[config.mk]
export PLATFORM = sky130hd
export DESIGN_NAME = uart_tx_core
export DESIGN_NICKNAME = d
export VERILOG_FILES = /design/src/rtl/uart_tx_core.sv
export SDC_FILE = /design/constraint.sdc
export NUM_CORES = 1
export LEC_CHECK = 0
export ABC_AREA = 0
export BUFFER_PORTS_ARGS = -buffer_cell sky130_fd_sc_hd__clkbuf_2
export CAP_MARGIN = 20
export CORE_ASPECT_RATIO = 1.25
export CORE_MARGIN = 2
export CORE_UTILIZATION = 60
export CTS_BUF_LIST = sky130_fd_sc_hd__clkbuf_4 sky130_fd_sc_hd__clkbuf_8
export CTS_CLUSTER_DIAMETER = 80
export DETAILED_ROUTE_END_ITERATION = 8
export GPL_ROUTABILITY_DRIVEN = 0
export PLACE_DENSITY = 0.83
export SYNTH_ARGS = -nofsm -noshare
export SYNTH_HDL_FRONTEND = slang
export SYNTH_SLANG_ARGS = --single-unit
export TNS_END_PERCENT = 30
[constraint.sdc]
create_clock -name clk -period 2 [get_ports clk]
set_clock_uncertainty 0.05 [all_clocks]
set_input_delay 0.2 -clock clk [delete_from_list [all_inputs] [get_ports clk]]
set_output_delay 0.2 -clock clk [all_outputs]
set_load 0.005 [all_outputs]
[src/rtl/uart_tx_core.sv]
`default_nettype none
// ============================================================================
// Module      : uart_tx_core
// Description : Parametrised UART transmitter. Contains the control FSM, baud
//               counter, one-entry holding register and shift register. The
//               holding register lets the next byte be accepted while the
//               current frame is on the line, so frames go back-to-back.
//
//               Frame: start (0), DATA_BITS data bits LSB first, optional
//               parity bit, STOP_BITS stop bits (1). Every bit lasts exactly
//               CLKS_PER_BIT clk cycles. All outputs are registered.
//
//               Optional feature macro: UART_TX_PARITY_EN
//                 defined   -> a parity bit follows the data bits
//                              (even parity, or odd when PARITY_ODD=1)
//                 undefined -> no parity state or parity logic
//
// Parameters  : DATA_BITS     data bits per frame, 5..9
//               CLKS_PER_BIT  clk cycles per serial bit, >= 2
//               STOP_BITS     1 or 2
//               PARITY_ODD    0 even / 1 odd (parity builds only)
//
// Ports       : clk       in   system clock, rising edge
//               rst_b     in   asynchronous reset, active-low
//               tx_data   in   DATA_BITS byte to send
//               tx_valid  in   tx_data valid
//               tx_ready  out  holding register empty (accept on valid&ready)
//               txd       out  serial line, idle high, LSB first
//               busy      out  frame in progress
//
// Revision    : 1.0  initial release
// ============================================================================
module uart_tx_core #(
    parameter int DATA_BITS    = 8,
    parameter int CLKS_PER_BIT = 16,
    parameter int STOP_BITS    = 1,
    parameter int PARITY_ODD   = 0
) (
    input  logic                 clk,
    input  logic                 rst_b,
    input  logic [DATA_BITS-1:0] tx_data,
    input  logic                 tx_valid,
    output logic                 tx_ready,
    output logic                 txd,
    output logic                 busy
);

    localparam int c_BAUD_W = (CLKS_PER_BIT > 2) ? $clog2(CLKS_PER_BIT) : 1;
    localparam int c_IDX_W  = 4;

    localparam logic [c_BAUD_W-1:0] c_BAUD_LAST = c_BAUD_W'(CLKS_PER_BIT - 1);
    localparam logic [c_IDX_W-1:0]  c_DATA_LAST = c_IDX_W'(DATA_BITS - 1);
    localparam logic [c_IDX_W-1:0]  c_STOP_LAST = c_IDX_W'(STOP_BITS - 1);

    // Reject illegal configurations at elaboration time.
    generate
        if ((DATA_BITS < 5) || (DATA_BITS > 9) || (CLKS_PER_BIT < 2) ||
            (STOP_BITS < 1) || (STOP_BITS > 2) ||
            (PARITY_ODD < 0) || (PARITY_ODD > 1)) begin : g_bad_params
            $error("uart_tx_core: illegal parameter value");
        end
    endgenerate

    typedef enum logic [2:0] {
        S_IDLE   = 3'd0,
        S_START  = 3'd1,
        S_DATA   = 3'd2,
`ifdef UART_TX_PARITY_EN
        S_PARITY = 3'd3,
`endif
        S_STOP   = 3'd4
    } state_t;

    state_t                 r_state;
    logic [c_BAUD_W-1:0]    r_baud_cnt;
    logic [c_IDX_W-1:0]     r_bit_idx;   // data bit index, reused as stop bit index
    logic [DATA_BITS-1:0]   r_shift;
    logic [DATA_BITS-1:0]   r_hold;
    logic                   r_hold_empty;
    logic                   r_txd;
    logic                   r_busy;

    state_t                 w_state_next;
    logic [c_BAUD_W-1:0]    w_baud_next;
    logic [c_IDX_W-1:0]     w_idx_next;
    logic [DATA_BITS-1:0]   w_shift_next;
    logic                   w_load;
    logic                   w_txd_next;
    logic                   w_bit_end;
    logic                   w_accept;

`ifdef UART_TX_PARITY_EN
    localparam logic c_PARITY_INV = (PARITY_ODD != 0);
    logic r_parity;
    logic w_parity_next;

    // Parity is latched from the value moving into the shift register, so it
    // is stable for the whole frame regardless of shifting.
    assign w_parity_next = w_load ? ((^r_hold) ^ c_PARITY_INV) : r_parity;
`endif

    assign w_bit_end = (r_baud_cnt == c_BAUD_LAST);
    assign w_accept  = tx_valid & r_hold_empty;

    // ------------------------------------------------------------------------
    // Next-state logic
    // ------------------------------------------------------------------------
    always_comb begin
        w_state_next = r_state;
        w_baud_next  = r_baud_cnt + 1'b1;
        w_idx_next   = r_bit_idx;
        w_shift_next = r_shift;
        w_load       = 1'b0;

        case (r_state)
            S_IDLE: begin
                w_baud_next = '0;
                if (!r_hold_empty) begin
                    w_load       = 1'b1;
                    w_shift_next = r_hold;
                    w_idx_next   = '0;
                    w_state_next = S_START;
                end
            end

            S_START: begin
                if (w_bit_end) begin
                    w_baud_next  = '0;
                    w_idx_next   = '0;
                    w_state_next = S_DATA;
                end
            end

            S_DATA: begin
                if (w_bit_end) begin
                    w_baud_next = '0;
                    if (r_bit_idx == c_DATA_LAST) begin
                        w_idx_next   = '0;
`ifdef UART_TX_PARITY_EN
                        w_state_next = S_PARITY;
`else
                        w_state_next = S_STOP;
`endif
                    end else begin
                        w_idx_next   = r_bit_idx + 1'b1;
                        w_shift_next = {1'b0, r_shift[DATA_BITS-1:1]};
                    end
                end
            end

`ifdef UART_TX_PARITY_EN
            S_PARITY: begin
                if (w_bit_end) begin
                    w_baud_next  = '0;
                    w_idx_next   = '0;
                    w_state_next = S_STOP;
                end
            end
`endif

            S_STOP: begin
                if (w_bit_end) begin
                    w_baud_next = '0;
                    if (r_bit_idx == c_STOP_LAST) begin
                        w_idx_next = '0;
                        // A byte already waiting goes straight into a new
                        // start bit; a byte accepted on this same edge waits
                        // for IDLE to pick it up on the next edge.
                        if (!r_hold_empty) begin
                            w_load       = 1'b1;
                            w_shift_next = r_hold;
                            w_state_next = S_START;
                        end else begin
                            w_state_next = S_IDLE;
                        end
                    end else begin
                        w_idx_next = r_bit_idx + 1'b1;
                    end
                end
            end

            default: begin
                w_baud_next  = '0;
                w_idx_next   = '0;
                w_state_next = S_IDLE;
            end
        endcase
    end

    // Line level is decided from the next state so txd can be a flop.
    always_comb begin
        w_txd_next = 1'b1;
        case (w_state_next)
            S_START:  w_txd_next = 1'b0;
            S_DATA:   w_txd_next = w_shift_next[0];
`ifdef UART_TX_PARITY_EN
            S_PARITY: w_txd_next = w_parity_next;
`endif
            default:  w_txd_next = 1'b1;
        endcase
    end

    // ------------------------------------------------------------------------
    // Registers
    // ------------------------------------------------------------------------
    always_ff @(posedge clk or negedge rst_b) begin
        if (!rst_b) begin
            r_state      <= S_IDLE;
            r_baud_cnt   <= '0;
            r_bit_idx    <= '0;
            r_shift      <= '0;
            r_hold       <= '0;
            r_hold_empty <= 1'b1;
            r_txd        <= 1'b1;
            r_busy       <= 1'b0;
        end else begin
            r_state    <= w_state_next;
            r_baud_cnt <= w_baud_next;
            r_bit_idx  <= w_idx_next;
            r_shift    <= w_shift_next;
            r_txd      <= w_txd_next;
            r_busy     <= (w_state_next != S_IDLE);
            // Load and accept never coincide: load needs a full holding
            // register, accept needs an empty one.
            if (w_load) begin
                r_hold_empty <= 1'b1;
            end else if (w_accept) begin
                r_hold       <= tx_data;
                r_hold_empty <= 1'b0;
            end
        end
    end

`ifdef UART_TX_PARITY_EN
    always_ff @(posedge clk or negedge rst_b) begin
        if (!rst_b) begin
            r_parity <= 1'b0;
        end else begin
            r_parity <= w_parity_next;
        end
    end
`endif

    assign tx_ready = r_hold_empty;
    assign txd      = r_txd;
    assign busy     = r_busy;

endmodule
`default_nettype wire

==> impl_metrics.csv <==
group,metric,value,unit
route,initialDrtViolationCount,14,
clocking,insertion_delay,340,ps
worst_setup_path,critPathMaxFanout,11,
power_and_ir_drop,p_sw,0.0002335,W
clocking,htreeDepth,2,
logic_synthesis,synth.ff_latch_count,30,
logic_synthesis,synth-edff-count,0,
worst_setup_path,r2r_slack,130,ps
timing,fmax,536.2,MHz
power_and_ir_drop,power_frac_seq,0.542,
placed_design,dp_hpwl,1936,µm
clocking,max-clock-path-buffers,2,
cells_and_area,postLayoutCoreUtil,0.6868,
route,vias,1062,
floorplan,start_util,0.6195,
flow_run,drv_cap,0,
clocking,cts_buffers,5,
timing,maxSlewHeadroom,0.5216,
route,detail-route-antenna-nets,0,
cells_and_area,nFillCells,178,
cells_and_area,syn2layout_area_growth,10.88,%
logic_synthesis,async_flop_share,1.000,
clocking,clock-root-buffer,"clkbuf_4",
min_path,hold_class,"input port to flip-flop",
clocking,clkSinkCount,30,
floorplan,num_rows,20,
logic_synthesis,yosysSeqAreaShare,0.5115,
global_route,grt_pass1_vias,1044,
worst_setup_path,worstSetupStartpointType,"flip-flop",
global_route,grt_first_pass_wirelength,4505,µm
logic_synthesis,ys_types,42,
timing,finalCritPeriodShare,0.9325,
worst_setup_path,worst-setup-path-type,"flip-flop to flip-flop",
route,wl_per_cell,14.62,µm
logic_synthesis,synth_cells,134,
global_route,grt_usage,0.2159,
timing,setup_tns,0,ps
timing,hold_violations,0,
floorplan,die_width,48.31,µm
global_route,grt.overflow.total,0,
cells_and_area,postLayoutCellArea,1633,µm²
route,via_per_inst,5.803,
clocking,post_cts_buffers,0,
outcome,status,"complete, no violations",
timing,rsz0062_at_grt,"no",
cells_and_area,final_layout_size_suffix_gt1_frac,0.2800,
route,dr.pass1.iters,4,
power_and_ir_drop,internal_power,0.0009374,W
floorplan,fp.coreArea,2377,µm²
logic_synthesis,synth_area,1473,µm²
logic_synthesis,syn-num-nets,148,
worst_setup_path,r2r_cells,7,
cells_and_area,fin_nets,164,
logic_synthesis,synth_area_per_cell,10.99,µm²
cells_and_area,n_antenna_cell,0,
floorplan,dieArea,2869,µm²
worst_setup_path,worstPathRequired,2170,ps
power_and_ir_drop,p_clk_frac,0.424,
cells_and_area,multi_input_area,655.6,µm²
power_and_ir_drop,power_frac_comb,0.034,
timing,setup_viol,0,
worst_setup_path,r2r-start,"r_bit_idx[0]",
logic_synthesis,yosysWarnings,0,
worst_setup_path,crit_path_end_kind,"flip-flop",
worst_setup_path,cp-startpoint,"r_bit_idx[0]",
floorplan,die_h,59.39,µm
route,drcViolationCount,0,
logic_synthesis,synthFlopType,"dfrtp_1",
route,routed_wl,2676,µm
min_path,min_delay_path_depth,2,
global_route,antenna_found_initial,0,
timing,fin_hold_ws,43.19,ps
timing,min_period,1865,ps
worst_setup_path,arrival,2040,ps
power_and_ir_drop,leakage,0.8110,nW
clocking,clk_pin_slew,80,ps
placed_design,place_area,1538,µm²
min_path,min_to,"r_hold[3]",
clocking,tritoncts,"yes",
floorplan,pin_count,14,
cells_and_area,seq_area,753.2,µm²
timing,tightest_slew,717.6,ps
power_and_ir_drop,vdd_drop_max,593.7,µV
global_route,grt_max_degree,31,
power_and_ir_drop,swShare,0.1994,
min_path,min-delay-start,"tx_data[3]",
placed_design,place.port_buffers,13,
worst_setup_path,rr_endpoint,"r_shift[5]",
timing,slew_violations,0,
power_and_ir_drop,pwr_density_cell,717.1,nW/µm²
-- cells by family (layout without fill, tap and decap cells) --
family,count (synthesis),count (layout),share of synthesized area
flip-flops,30,30,0.5115
adder cells (fa/ha/maj),3,3,0.02549
buffers and inverters,11,27,0.04588
XOR/XNOR,3,3,0.01785
AO/OA/AOI/OAI,35,35,0.1742
AND/OR/NAND/NOR,43,43,0.1572
multiplexers,9,9,0.06797
-- power groups by stage --
stage                     Sequential (W)  Clock (W)  Combinational, W
after floorplan                 0.000643          0         0.0000168
after global placement          0.000647          0         0.0000379
after detailed placement        0.000647          0         0.0000398
after CTS                       0.000635   0.000506         0.0000412
after global routing            0.000636   0.000538         0.0000454
final                           0.000635   0.000497         0.0000396
-- area by class of cell --
type	count	area share
sequential	30	0.4613
timing repair buffer	15	0.05057
clock buffer	6	0.03142
clock inverter	1	0.01839
multi-input combinational	93	0.4015
inverter	5	0.01149
tap	33	0.02529
-- worst max-delay path, cell delays in order, from the launching register on --
cell	delay, ps
dfrtp_1	430
inv_1	70
ha_1	150
or3b_1	380
o21ai_2	150
and2_4	230
nor2_2	90
a21o_1	200
-- timing repair --
item | in CTS | in global routing
resized for setup | 0 | 2
hold buffers | 1 | 0
endpoints found under the setup margin | 0 | 6
hold endpoints to repair | 28 | 0
-- cell usage in the layout (no fill, tap or decap), types with 2 or more instances in the layout --
| master | n |
|---|---|
| dfrtp_1 | 28 |
| clkbuf_2 | 13 |
| nand2_1 | 10 |
| mux2_2 | 8 |
| nor2_1 | 7 |
| a21o_1 | 7 |
| a22o_1 | 6 |
| inv_1 | 5 |
| nand3_1 | 5 |
| clkbuf_4 | 5 |
| nor3_1 | 3 |
| a21oi_1 | 3 |
| o21ai_1 | 3 |
| o21ai_0 | 3 |
| ha_1 | 3 |
| nor2_2 | 2 |
| nand3b_1 | 2 |
| a22oi_1 | 2 |
| o21ai_2 | 2 |
| o31ai_1 | 2 |
| xnor2_1 | 2 |
| nor2b_1 | 2 |
| a31oi_1 | 2 |
| dfstp_2 | 2 |
-- metrics by stage --
| stage | std cells | worst slack [ps] | total power (W) |
|---|---|---|---|
| after global routing | 183 | 24.81 | 0.001220 |
| after CTS | 183 | 57.19 | 0.001182 |
| after floorplan | 134 | 268.0 | 0.0006601 |
| after detailed placement | 175 | 98.88 | 0.0006866 |
| final | 183 | 135.0 | 0.001171 |
| after global placement | 175 | 177.5 | 0.0006844 |
-- metal layers --
layer | vias up | wire length (µm) | GRT usage
met1 | 515 | 1088 | 0.2292
met2 | 25 | 1362 | 0.3730
met5 | - | 0 | 0
li1 | 508 | - | -
met3 | 14 | 113 | 0.05303
met4 | 0 | 112 | 0.1714
-- state kept, by name, indices dropped and copies added (netlist names) --
name,flops
tx_ready,1
txd,1
r_state,3
r_hold,8
r_shift,8
r_baud_cnt,4
r_bit_idx,4
busy,1
-- worst max-delay path by stage --
stage / end / slack (ps)
after CTS: r_shift[5] / 60
after global routing: r_bit_idx[3] / 20
final: r_shift[5] / 130
after global placement: r_shift[4] / 180
after detailed placement: r_shift[5] / 100
after floorplan: busy / 270
-- synth_stat cells (all sizes together), types with 2 or more instances --
| master | instances | area [µm²] |
|---|---|---|
| nand3 | 6 | 35.03 |
| nand3b | 2 | 15.01 |
| nor3 | 3 | 15.01 |
| buf | 6 | 48.80 |
| and3 | 2 | 12.51 |
| and2 | 2 | 15.02 |
| nand2b | 2 | 15.02 |
| dfstp | 2 | 52.55 |
| xnor2 | 2 | 17.52 |
| mux2 | 8 | 90.09 |
| inv | 5 | 18.77 |
| nand2 | 11 | 43.80 |
| dfrtp | 28 | 700.7 |
| a21o | 7 | 52.55 |
| ha | 3 | 37.54 |
| a22oi | 2 | 15.01 |
| nor2 | 9 | 36.29 |
| nor2b | 3 | 21.27 |
| a22o | 6 | 52.55 |
| a21oi | 3 | 15.01 |
| o21ai | 8 | 47.54 |
| o31ai | 3 | 27.52 |
| a31oi | 2 | 12.51 |
Power figures use the tool's default switching activity.
